<file path="src/rtl/arb_2to1_pkg.sv">
// arb_2to1_pkg: shared NS channel constants and arbiter FSM state encodings
package arb_2to1_pkg;
  localparam logic NS_ON = 1'b1;
  localparam logic NS_OFF = 1'b0;
  localparam int NS_ADDRESS_SIZE = 8;
  localparam int NS_DATA_SIZE = 16;
  typedef enum logic [1:0] {
    NS_ARB_IDLE  = 2'd0,
    NS_ARB_SEND  = 2'd1,
    NS_ARB_DRAIN = 2'd2
  } arb_state_t;
endpackage

</file>
<file path="src/rtl/arb_2to1_rr2.sv">
// arb_rr2: combinational 2-way grant; ARB_2TO1_FIXED_PRIO_EN makes input 0 win every tie
module arb_rr2 (
  input  logic [1:0] pending,
  input  logic       r_last,
  output logic       valid,
  output logic       win
);
  logic tie_win;
`ifdef ARB_2TO1_FIXED_PRIO_EN
  logic unused_r_last;
  assign unused_r_last = r_last;
  assign tie_win = 1'b0;
`else
  assign tie_win = !r_last;
`endif
  assign valid = |pending;
  assign win = &pending ? tie_win : pending[1];
endmodule

</file>
<file path="src/rtl/arb_2to1.sv">
// arb_2to1: one-message-buffer 2-to-1 NS channel arbiter (round-robin, or fixed priority with ARB_2TO1_FIXED_PRIO_EN)
module arb_2to1
  import arb_2to1_pkg::*;
#(
  parameter int ASZ = NS_ADDRESS_SIZE,
  parameter int DSZ = NS_DATA_SIZE
) (
  input  logic           i_clk,
  input  logic           i_rst_n,
  input  logic [ASZ-1:0] i0_src,
  input  logic [ASZ-1:0] i0_dst,
  input  logic [DSZ-1:0] i0_dat,
  input  logic           i0_req,
  output logic           i0_ack,
  input  logic [ASZ-1:0] i1_src,
  input  logic [ASZ-1:0] i1_dst,
  input  logic [DSZ-1:0] i1_dat,
  input  logic           i1_req,
  output logic           i1_ack,
  output logic [ASZ-1:0] o0_src,
  output logic [ASZ-1:0] o0_dst,
  output logic [DSZ-1:0] o0_dat,
  output logic           o0_req,
  input  logic           o0_ack,
  output logic           o_grant,
  output logic           o_err
);
  arb_state_t state;
  logic       r_last;
  logic [1:0] req_q;
  logic       valid;
  logic       win;
  arb_rr2 u_rr (
    .pending({i1_req & ~i1_ack, i0_req & ~i0_ack}),
    .r_last (r_last),
    .valid  (valid),
    .win    (win)
  );
  // Capture/replay FSM plus independent ack release and sticky req-drop error detection
  always_ff @(posedge i_clk or negedge i_rst_n) begin
    if (!i_rst_n) begin
      state   <= NS_ARB_IDLE;
      r_last  <= NS_ON;
      req_q   <= '0;
      o_grant <= NS_OFF;
      o_err   <= NS_OFF;
      o0_req  <= NS_OFF;
      i0_ack  <= NS_OFF;
      i1_ack  <= NS_OFF;
      o0_src  <= '0;
      o0_dst  <= '0;
      o0_dat  <= '0;
    end else begin
      req_q <= {i1_req, i0_req};
      if ((req_q[0] && !i0_req && !i0_ack) || (req_q[1] && !i1_req && !i1_ack)) o_err <= NS_ON;
      if (!i0_req && i0_ack) i0_ack <= NS_OFF;
      if (!i1_req && i1_ack) i1_ack <= NS_OFF;
      case (state)
        NS_ARB_IDLE:
          if (valid) begin
            o0_src  <= win ? i1_src : i0_src;
            o0_dst  <= win ? i1_dst : i0_dst;
            o0_dat  <= win ? i1_dat : i0_dat;
            o_grant <= win;
            r_last  <= win;
            if (win) i1_ack <= NS_ON;
            else i0_ack <= NS_ON;
            o0_req  <= NS_ON;
            state   <= NS_ARB_SEND;
          end
        NS_ARB_SEND:
          if (o0_ack) begin
            o0_req <= NS_OFF;
            state  <= NS_ARB_DRAIN;
          end
        NS_ARB_DRAIN:
          if (!o0_ack) state <= NS_ARB_IDLE;
        default: state <= NS_ARB_IDLE;
      endcase
    end
  end
endmodule
</file>
<file path="config.mk">
export PLATFORM = sky130hd
export DESIGN_NAME = arb_2to1
export DESIGN_NICKNAME = d
export VERILOG_FILES = /design/src/rtl/arb_2to1_pkg.sv /design/src/rtl/arb_2to1_rr2.sv /design/src/rtl/arb_2to1.sv
export SDC_FILE = /design/constraint.sdc
export NUM_CORES = 1
export LEC_CHECK = 0
export ABC_CLOCK_PERIOD_IN_PS = 4250
export BUFFER_PORTS_ARGS = -buffer_cell sky130_fd_sc_hd__buf_2
export CORE_UTILIZATION = 47
export CTS_BUF_LIST = sky130_fd_sc_hd__clkbuf_16
export DETAILED_ROUTE_END_ITERATION = 8
export GPL_TIMING_DRIVEN = 0
export PLACE_DENSITY = 0.9
export SLEW_MARGIN = 10
export SYNTH_ARGS = -nofsm -noshare
export SYNTH_HDL_FRONTEND = slang
export SYNTH_SLANG_ARGS = --single-unit
</file>
<file path="constraint.sdc">
create_clock -name i_clk -period 4.25 [get_ports i_clk]
set_clock_uncertainty 0.05 [all_clocks]
set_input_delay 0.425 -clock i_clk [delete_from_list [all_inputs] [get_ports i_clk]]
set_output_delay 0.425 -clock i_clk [all_outputs]
set_load 0.1 [all_outputs]
</file>
==> metrics.md, run 1 <==
| Metric | Value |
|---|---|
| Status | completed |
| Most common cell after layout, fill and taps aside | buf_2 |
| Netlist Area Pre-Place | 1830 sq um |
| Endpoint class of the critical path | output port |
| Tot GR Track Use | 23.3% |
| Max clock buf depth | 2 |
| Starting density of the core | 49.6% |
| PortBufs | 105 |
| Postcts setup bufs | 0 |
| R2R Setup Slk | 2580 ps |
| CTS clk-pin slew, worst paths | 50 ps |
| Vias in the first global route | 1593 |
| Die area | 4150 sq um |
| Fmax | 572 MHz |
| Cts hold-fix bufs | 0 |
| Crit-path slowest cell | dfrtp_1 |
| Arrival @ worst endpoint | 1270 ps |
| Critical setup path kind | flip-flop to output port |
| Maxcap violations | 0 |
| Layout cell share with drive strength beyond 1 | 49.0% |
| Die Span X | 64.4 um |
| Final ANT Viol Nets | 0 |
| CP peak stage delay | 510 ps |
| Minimum clock period | 1750 ps |
| Row count | 22 |
| Critical path startpoint category | flip-flop |
| Rel. slew slack | 40.2% |
| Final worst path period share | 41.1% |
| CTS Sinks | 42 |
| Clk Latency, worst-skew pair | 270 ps |
| IO Pins | 106 |
| Crit path buf inv count | 1 |
| Hold Vio Cnt, Final | 0 |
| FF+latch count, synth | 42 |
| Number of synthesis warnings | 0 |
| Ys async rst share | 100% |
| Routability congestion estimate | 0.736 |
| Syn nets | 214 |
| WL/cell | 14.8 um |
| Routed via count | 1664 |
| Vias per cell | 5.46 |
| Worst-path fanout max | 6 |
| Drt drc | 0 |
| Worst-case reg-to-reg path depth | 4 |
| Top Family by Delay on Critical Path | flip-flops |
| Max Slew Vio Count | 0 |
| Routed WL | 4510 um |
| CTS root buffer | clkbuf_16 |
| Prevailing post-synth register cell | dfrtp_1 |
| Final HPWL DP | 3340 um |
| Setup violators final | 0 |
| Sequential area share after synthesis | 57.5% |
| Mapped Cells | 145 |
| Vert. Die Dim | 64.4 um |
| Worst-path cell chain | buf_2 |
| Worst-Margin Slew | 897 ps |
| WP depth | 1 |
| Cell variety after synth | 23 |
| H-Tree Depth | 2 |
| Grt total ovfl | 0 |
| Synth Area per Inst | 12.6 sq um |
| RSZ-0062 raised after global routing | no |
| RR Startpoint | r_last |
| Initial antenna violation count | 0 |
| Largest net degree at the start of global routing | 43 |
| First DRT Iteration DRCs | 78 |
| CORE AREA | 3690 sq um |
| CTS tree | done |
| Critical Path Start | i1_ack |
| Non-Filler Instances | 305 |
| # fillers | 290 |
| Final core occ | 69.1% |
| Synth-to-Final Area Change | 39.3% |
| Cts bufs inserted | 5 |
| Layout Nets | 326 |
| Post-synth EDFFs | 0 |
| Global-route wire length before repair | 7290 um |
| Critical Path RT | 3770 ps |
| First-pass DRT Iterations | 4 |
| Placed cells | 298 |
| Hold/Removal Path Class | input pin to asynchronous set/reset pin |
| Commonest cells after routing, fill and taps aside | 108 x buf_2, 41 x dfrtp_1, 32 x and3_1 |
| Final hold slack | 233 ps |
| Total Neg Setup Slack | 0 ps |
| Ant diodes | 0 |
| PostCTS Resize Cnt | 0 |
## cell families after synthesis
family,after synthesis,synth area share [%]
buffers and inverters,16,4.72
AO/OA/AOI/OAI,42,22.2
flip-flops,42,57.5
AND/OR/NAND/NOR,45,15.6
## cell type report
cell class / count / area (sq um) / area share (%)
Buffer: 12 / 71.3 / 2.80
Clock buffer: 5 / 125 / 4.91
Clock inverter: 2 / 7.51 / 0.295
Inverter: 4 / 15.0 / 0.589
Multi-Input combinational cell: 87 / 691 / 27.1
Sequential cell: 42 / 1050 / 41.3
Tap cell: 48 / 60.1 / 2.36
Timing Repair Buffer: 105 / 526 / 20.6
## worst paths after layout
check                                  to
min in group i_clk               req_q[0]
worst max register to register  o0_src[1]
worst max-delay path               i1_ack
max in group asynchronous       o0_dat[4]
worst min register to register      o_err
worst min-delay path                o_err
## registers in the layout, indices dropped and copies added, names as in the netlist, 2 cells and up
register  flops
o0_dat       16
o0_dst        8
o0_src        8
req_q         2
state         2
## metrics by stage
stage                     worst slack [ps]  instance area, sq um
final                                 2500                  2550
after global routing                  2460                  2550
after CTS                             2500                  2550
after detailed placement              2530                  2410
after global placement                2560                  2410
after floorplan                       2270                  1830
## routing by layer
metal	wire [um]	share of wire [%]	global-route usage [%]	vias to the layer above
met2	2120	47	39.1	89
met5	0	0	0	-
met1	2040	45	30.1	782
met3	332	7.4	6.43	2
li1	-	-	-	791
met4	14	0.31	4.72	0
## synth_stat cells, types with 2 or more instances
library cell / n / share of area [%]
a221o_1: 30 / 16
a221o_2: 3 / 1.8
and3_1: 32 / 11
buf_2: 3 / 0.82
buf_6: 3 / 1.8
clkbuf_1: 6 / 1.2
dfrtp_1: 41 / 56
inv_1: 3 / 0.62
nand2_1: 4 / 0.82
nand2b_1: 2 / 0.68
nor2_1: 3 / 0.62
o21ai_0: 4 / 1.1
Power of run 1 is not shown: default switching activity piles up to over one toggle a cycle in this logic, so the estimate is an artifact.
==> run 2: changes to the inputs <==
Settings changed: ABC_CLOCK_PERIOD_IN_PS 4250 to 1650, CORE_UTILIZATION 47 to 43, PLACE_DENSITY 0.9 to 0.84.
Clock period 4.25 ns to 1.65 ns, I/O delays scaled along.
==> run 2 against run 1 <==
Non-clock buffer count increased by 5. Global-route usage decreased by 1.5 points. Flip-flop and latch count unchanged. Critical path depth increased by 4. Hold slack got worse by 220 ps. First-iteration DRC count increased by 33%. Register-to-register slack got worse by 2500 ps. Die area increased by 9.0%. Design area increased by 3.3%. Wire length increased by 11%. Sequential share of layout area decreased by 1.0 points. Critical path type is now flip-flop to flip-flop. Largest cell class unchanged.
==> metrics.md, run 2 (synthesized netlist as in run 1, its figures left out) <==
| Metric | Value |
|---|---|
| Die area | 4520 sq um (+9.0%) |
| Rel. slew slack | 39.9% (-0.25 points) |
| Crit path buf inv count | 2 (+1) |
| First-pass DRT Iterations | 4 (unchanged) |
| CP peak stage delay | 500 ps (about the same) |
| Critical Path RT | 1760 ps (-2010 ps) |
| Commonest cells after routing, fill and taps aside | 111 x buf_2, 39 x dfrtp_1, 32 x and3_1 |
| Top reg by flops | o0_dat |
| PortBufs | 105 (unchanged) |
| Final hold slack | 14.5 ps (-218 ps) |
| Grt total ovfl | 0 (unchanged) |
| Vias per cell | 5.51 (+1.0%) |
| Cts bufs inserted | 5 (unchanged) |
| Minimum clock period | 1600 ps |
| Worst-path fanout max | 5 (-1) |
| Maxcap violations | 0 (unchanged) |
| Crit-path slowest cell | dfrtp_4 |
| Placed cells | 300 (+0.67%) |
| Row count | 23 (+4.5%) |
| CORE AREA | 4030 sq um (+9.2%) |
| CTS clk-pin slew, worst paths | 60 ps (about the same) |
| Worst-path cell chain | nand3b_1 -> buf_4 -> buf_4 -> and3_1 -> a221o_2 |
| Layout Nets | 331 (+1.5%) |
| Clk Latency, worst-skew pair | 280 ps (about the same) |
| Top Family by Delay on Critical Path | flip-flops |
| Endpoint class of the critical path | flip-flop |
| Routability congestion estimate | 0.773 (+5.0%) |
| Vert. Die Dim | 67.2 um (+4.4%) |
| CP dominant cell by count | buf_4 |
| Critical setup path kind | flip-flop to flip-flop |
| Routed via count | 1725 (+3.7%) |
| H-Tree Depth | 2 (unchanged) |
| Non-Filler Instances | 313 (+2.6%) |
| WL/cell | 16.0 um (+8.5%) |
| Critical path startpoint category | flip-flop |
| CTS root buffer | clkbuf_16 |
| Largest net degree at the start of global routing | 43 (unchanged) |
| Initial antenna violation count | 0 (unchanged) |
| IO Pins | 106 (unchanged) |
| Die Span X | 67.2 um (+4.4%) |
| # fillers | 320 (+10%) |
| Max clock buf depth | 2 (unchanged) |
| Hold Vio Cnt, Final | 0 (unchanged) |
| Final HPWL DP | 3530 um (+5.7%) |
| Routed WL | 5020 um (+11%) |
| Vias in the first global route | 1518 (-4.7%) |
| Worst-Margin Slew | 901 ps (+3.78 ps) |
| Global-route wire length before repair | 7090 um (-2.7%) |
| Layout cell share with drive strength beyond 1 | 53.6% (+4.6 points) |
| First DRT Iteration DRCs | 104 (+33%) |
| Final core occ | 65.3% (-3.8 points) |
| Arrival @ worst endpoint | 1710 ps (+440 ps) |
| Starting density of the core | 45.4% (-4.2 points) |
| Most common cell after layout, fill and taps aside | buf_2 |
| Tot GR Track Use | 21.8% (-1.5 points) |
| Final worst path period share | 97.2% |
| Setup violators final | 0 (unchanged) |
| Synth-to-Final Area Change | 43.8% |
| Largest regs | o0_dat: 16 flops, o0_dst: 8 flops, o0_src: 8 flops |
| Fmax | 624 MHz |
| CTS Sinks | 42 (unchanged) |
| Status | completed |
| Max FFs per register | 16 (unchanged) |
| Final ANT Viol Nets | 0 (unchanged) |
| Total Neg Setup Slack | 0 ps (unchanged) |
| Hold/Removal Path Class | input pin to flip-flop |
| Drt drc | 0 (unchanged) |
| Ant diodes | 0 (unchanged) |
| Max Slew Vio Count | 0 (unchanged) |
| RSZ-0062 raised after global routing | yes |
| CTS tree | done |
[run 2: cell count changes in the layout (fill, tap and decap cells not counted), sizes merged]
cell | before | now
buf | 111 | 120
clkbuf | 11 | 6
clkinv | 0 | 2
dlygate4sd3 | 0 | 1
inv | 6 | 5
[run 2: cell type report]
| class | instances | area, sq um | share of cell area, % |
|---|---|---|---|
| sequential | 42 | 1060 | 40.3 |
| multi-input combinational | 87 | 696 | 26.4 |
| timing repair buffer | 110 | 563 | 21.4 |
| clock buffer | 5 | 125 | 4.76 |
| buffer | 12 | 97.6 | 3.71 |
| tap | 50 | 62.6 | 2.38 |
| inverter | 4 | 15.0 | 0.571 |
| clock inverter | 3 | 12.5 | 0.476 |
[run 2: final timing paths]
kind / start / end / slack, ps / depth (start not counted)
min reg2reg: req_q[0] / o_err / 430 / 1
max reg2reg: i0_ack / o0_dat[11] / 50 / 5
min: i0_req / req_q[0] / 10 / 1
min in group asynchronous: i_rst_n / o0_dat[3] / 500 / 2
max in group asynchronous: i_rst_n / i1_ack / 380 / 2
max: i0_ack / o0_dat[11] / 50 / 5
[run 2: timing repair]
item                                   4_1_cts  5_1_grt
endpoints found under the hold margin       30        0
buffers inserted                             1        2
gates cloned                                 0        1
resized for setup                            5       13
setup endpoints to repair                   30       26
pin swaps                                    0        1
hold buffers                                 1        0
[run 2: metrics by stage]
| stage | instance area [sq um] | setup slack (ps) |
|---|---|---|
| 3_5_place_dp | 2430 | -58.7 |
| 2_1_floorplan | 1840 | -0.234 |
| 4_1_cts | 2590 | 1.79 |
| 5_1_grt | 2630 | -9.15 |
| 6_report | 2630 | 46.6 |
| 3_3_place_gp | 2430 | -9.57 |
[run 2: routing by layer]
metal | wire length, um | vias to the layer above | global-route usage, %
li1 | - | 801 | -
met1 | 2210 | 824 | 27.8
met2 | 2380 | 93 | 35.6
met3 | 374 | 7 | 5.41
met4 | 57 | 0 | 7.98
met5 | 0 | - | 0
Power of run 2 is left out for the same reason.
